**config.mk**
```make
export PLATFORM = sky130hd
export DESIGN_NAME = ft_majority_voter
export DESIGN_NICKNAME = d
export VERILOG_FILES = /design/src/rtl/ft_pkg.sv /design/src/rtl/ft_majority_voter.sv
export SDC_FILE = /design/constraint.sdc
export NUM_CORES = 1
export LEC_CHECK = 0
export ABC_CLOCK_PERIOD_IN_PS = 2700
export CAP_MARGIN = 5
export CORE_UTILIZATION = 24
export DETAILED_ROUTE_END_ITERATION = 16
export PLACE_DENSITY = 0.89
export SYNTH_ARGS = -nofsm -noshare
export SYNTH_HDL_FRONTEND = slang
export SYNTH_SLANG_ARGS = --single-unit
```
**constraint.sdc**
```tcl
create_clock -name vclk -period 2.7
set_input_delay 0.27 -clock vclk [all_inputs]
set_output_delay 0.27 -clock vclk [all_outputs]
set_load 0.005 [all_outputs]
```
**src/rtl/ft_pkg.sv**
```systemverilog
// Shared types and helpers for the lockstep fault-tolerance checker.
package ft_pkg;

  // Supported lockstep configurations.
  localparam int unsigned NCORES_DMR = 32'd2;
  localparam int unsigned NCORES_TMR = 32'd3;

  // Checker FSM states.
  typedef enum logic [1:0] {
    IDLE    = 2'd0,
    RECOVER = 2'd1,
    RESET   = 2'd2,
    FATAL   = 2'd3
  } ft_state_e;

  // One register-file writeback as seen from a single core.
  typedef struct packed {
    logic        we;
    logic [4:0]  addr;
    logic [31:0] data;
  } commit_t;

  // Two commits match when neither writes, or when the whole tuple is equal.
  // A core that does not write carries don't-care address/data.
  function automatic logic commit_eq(input commit_t a, input commit_t b);
    logic eq_s;
    if (!a.we && !b.we) begin
      eq_s = 1'b1;
    end else begin
      eq_s = (a == b);
    end
    return eq_s;
  endfunction

endpackage

```
**src/rtl/ft_majority_voter.sv**
```systemverilog
// Combinational comparator/voter across the lockstepped cores' commits.
module ft_majority_voter
  import ft_pkg::*;
#(
  parameter int unsigned NCORES = 32'd2
) (
  input  commit_t [NCORES-1:0] commit_i,
  output logic                 all_equal_o,
  output logic                 majority_valid_o,
  output logic [NCORES-1:0]    minority_onehot_o
);

  if (NCORES == NCORES_DMR) begin : g_dmr
    // Two cores: either they agree or nobody can be outvoted.
    always_comb begin
      all_equal_o       = commit_eq(commit_i[0], commit_i[1]);
      majority_valid_o  = all_equal_o;
      minority_onehot_o = {NCORES{1'b0}};
    end
  end else if (NCORES == NCORES_TMR) begin : g_tmr
    logic eq01_s;
    logic eq02_s;
    logic eq12_s;

    // Pairwise compare; match is transitive, so a single agreeing pair
    // outvotes the third core.
    always_comb begin
      eq01_s            = commit_eq(commit_i[0], commit_i[1]);
      eq02_s            = commit_eq(commit_i[0], commit_i[2]);
      eq12_s            = commit_eq(commit_i[1], commit_i[2]);
      all_equal_o       = eq01_s & eq02_s;
      majority_valid_o  = eq01_s | eq02_s | eq12_s;
      minority_onehot_o = {eq01_s & ~all_equal_o,
                           eq02_s & ~all_equal_o,
                           eq12_s & ~all_equal_o};
    end
  end else begin : g_bad_ncores
    $error("ft_majority_voter: NCORES must be 2 or 3");
  end

endmodule

```
After elaboration in Yosys (flattened, before gate mapping)
Cells that the tools add are included.
- equal/unequal tests: 1
- mux-type cells: 1
- reductions and logical operators: 3
- operators by type and width (kind ; number):
    == test 38 bit ; 1
    logical NOT 1 bit ; 2
    logical AND 1 bit ; 1
    two-way mux 1 bit ; 1
- register bits after elaboration: 0
- bits of input ports: 76
- output and inout port bits: 4

Depth between registers and ports, before layout
Gate-level depths: netlist (run 1).
- word-level depth: 3
- gate-level depth with buffers: 5

Worst setup path before layout (run 1)
No wires, ideal clock.
- path type: in2out
- from: input commit_i[37] (netlist name)
- to: output majority_valid_o
- arrival: 1.151 ns
- data required time: 2.430 ns
- setup slack: 1.279 ns
- stages on the path: 5
- path buffers: 1
- path through: inv_1 ha_1 nor4_1 a41o_1 buf_4
- longest elaborated chain between the ends: 3
- elaborated cells between the ends (all ways): 4
- ends and longest elaborated chain (what ; RTL line ; text):
    start, declared ; ft_majority_voter.sv:7 ; input commit_t [NCORES-1:0] commit_i,
    branches (longest 2 deep; another with == test 38 bit) ; n/a ;
    two-way mux 1 bit * ; ft_pkg.sv:27 ; if (!a.we && !b.we) begin
    end, declared ; ft_majority_voter.sv:9 ; output logic majority_valid_o,
Mark *: on every way between the ends.

Final worst setup path (run 1)
- from: input commit_i[37] (netlist name)
- to: output all_equal_o
- longest elaborated chain between the ends: 3
- elaborated cells between the ends (all ways): 4
- ends and longest elaborated chain (what ; RTL line ; text):
    branches (longest 2 deep; another with == test 38 bit) ; n/a ;
    two-way mux 1 bit * ; ft_pkg.sv:27 ;
    end, declared ; ft_majority_voter.sv:8 ; output logic all_equal_o,
Marks and branches as above.

==> results of run 1 <==
-- synth_stat cells --
cell | count | area, um^2
or2b_1 | 1 | 7.510
xnor2_1 | 32 | 280.3
buf_4 | 3 | 22.52
a222oi_1 | 1 | 10.01
o221ai_1 | 1 | 8.760
nor4_1 | 3 | 18.77
nand2_1 | 1 | 3.750
a41o_1 | 1 | 10.01
o2111ai_1 | 1 | 8.760
ha_1 | 1 | 12.51
nand2b_1 | 2 | 12.51
nand4_1 | 7 | 43.79
inv_1 | 7 | 26.28
conb_1 | 1 | 3.750
o21ai_0 | 1 | 5.000
-- stage by stage --
stage          area (um^2)  hold slack (ps)  setup slack (ps)  power, mW  utilization, %
2_1_floorplan        478.0            810.2              1279    0.05877               -
3_3_place_gp          1267             1732             341.9     0.1803           71.09
3_5_place_dp          1267             1751             318.3     0.1850           71.09
4_1_cts               1267             1756             309.3     0.1854           71.09
5_1_grt               1267             1793             211.5     0.1990           71.09
6_report              1267             1741             323.9     0.1834           71.09
-- layout make-up --
type                            count  area, um^2
Inverter                            7       26.28
Fill cell                         150       515.5
Timing Repair Buffer               78       780.7
Multi-Input combinational cell     54       429.2
Tap cell                           25       31.28
-- cell families after synthesis --
logic type      after synthesis  share of synthesized area [%]
xor+xnor                     32                          59.10
simple gates                 14                          18.21
fa+ha+maj                     1                          2.638
buf+inv                      10                          10.29
other cells                   1                         0.7908
compound gates                5                          8.971
-- worst paths after layout --
check	end	cells after the start	slack, ps
setup / recovery	all_equal_o	6	320
hold / removal	majority_valid_o	5	1740
-- per-layer routing --
layer	global-route usage [%]	part of all wire, %	up-vias
met5	0	0	-
met4	5.294	1.0	0
met3	1.176	4.4	2
met2	37.22	64	28
met1	18.39	30	325
li1	-	-	365
-- where the power goes --
part	total (mW)	leakage [nW]	internal, mW	switching (mW)
clock	0	0	0	0
sequential	0	0	0	0
combinational	0.183	0.452	0.137	0.0465
total	0.183	0.452	0.137	0.0465
==> impl_metrics.yaml, run 1 <==
timing:
  rsz0062_at_grt: "false"
  setup_tns_ps: 0
  fin_crit_ps: 2376
  setup_violations: 0
  fmax_mhz: 420.9
  period_share_pct: 88.00
  finalMaxSlewViolations: 0
  finalHoldViolCount: 0
floorplan:
  fp.dieH_um: 46.45
  boundaryPins: 80
  die_area_um2: 2158
  rows: 15
  start_util_pct: 26.60
  dieWidth_um: 46.45
  core-area_um2: 1783
finish:
  drive_above_1_share_pct: 0
  clock_buffers: 0
  syn_to_final_growth_pct: 167.3
  mostFrequentLayoutCell: "clkdlybuf4s50_1"
  seq_area_um2: 0
  final_cell_mix: "78 x clkdlybuf4s50_1, 32 x xnor2_1, 7 x inv_1, 7 x nand4_1, 3 x nor4_1"
  fin_cells: 164
  nets: 218
  design.seq.count: 0
  diodes: 0
grt:
  antenna_found_initial: 0
  grt_max_degree: 3
  grt_pass1_vias: 734
  grt_use_total_pct: 18.01
  grt_first_pass_wirelength_um: 2856
  grt.overflow.total: 0
power:
  power_density_nw_per_um2: 144.7
  peakVddDrop_mv: 0.08065
  leakage_nw: 0.4516
yosys:
  netlist_area_um2: 474.2
  netlist_instances: 63
  avgSynthCellArea_um2: 7.527
  yosysSeqAreaShare_pct: 0
  yosysWarnings: 0
  ys_types: 15
routing:
  ant_nets: 0
  routedWlPerCell_um: 11.16
  vias: 720
  drtPass1Iterations: 4
  drt-total-wl_um: 1831
  drtIter0Drc: 8
  vias_per_cell: 4.390
  drcViolationCount: 0
critical_path:
  crit_chain: "clkdlybuf4s50_1 -> inv_1 -> ha_1 -> nor4_1 -> a41o_1 -> clkdlybuf4s50_1"
  path_buf_inv: 3
  cp.required_ps: 2430
  worstSetupPathType: "in2out"
  endpoint_kind: "primary output"
  max_stage_delay_ps: 520
  crit_slowest_cell: "clkdlybuf4s50_1"
  cp_common_cell: "clkdlybuf4s50_1"
  crit_path_start_kind: "primary input"
  critPathArrivalTime_ps: 2110
  startpoint: "commit_i[37]"
  crit_family: "buffers and inverters"
  crit_fanout: 2
job:
  cap_violations: 0
status:
  status: "finished clean"
worst_hold_path:
  hp-class: "in2out"
  hold_path_startpoint: "commit_i[75]"
placed_design:
  dp_hpwl_um: 1837
  numPortBuffers: 78
  dp_cells: 164
  routabilityCongestion: 0.8011
clocking:
  cts_setup_buffers: 0
  holdBufCountCts: 0
  ctsResizeCount: 0
Note: power is estimated with default switching activity, not from simulation.
==> run 2, diff against run 1 <==
--- a/config.mk
+++ b/config.mk
@@ -13,3 +13,4 @@
 export SYNTH_ARGS = -nofsm -noshare
 export SYNTH_HDL_FRONTEND = slang
 export SYNTH_SLANG_ARGS = --single-unit
+export TNS_END_PERCENT = 10
==> results of run 2 <==
No change in the layout: final DEF, timing and power equal those of run 1.
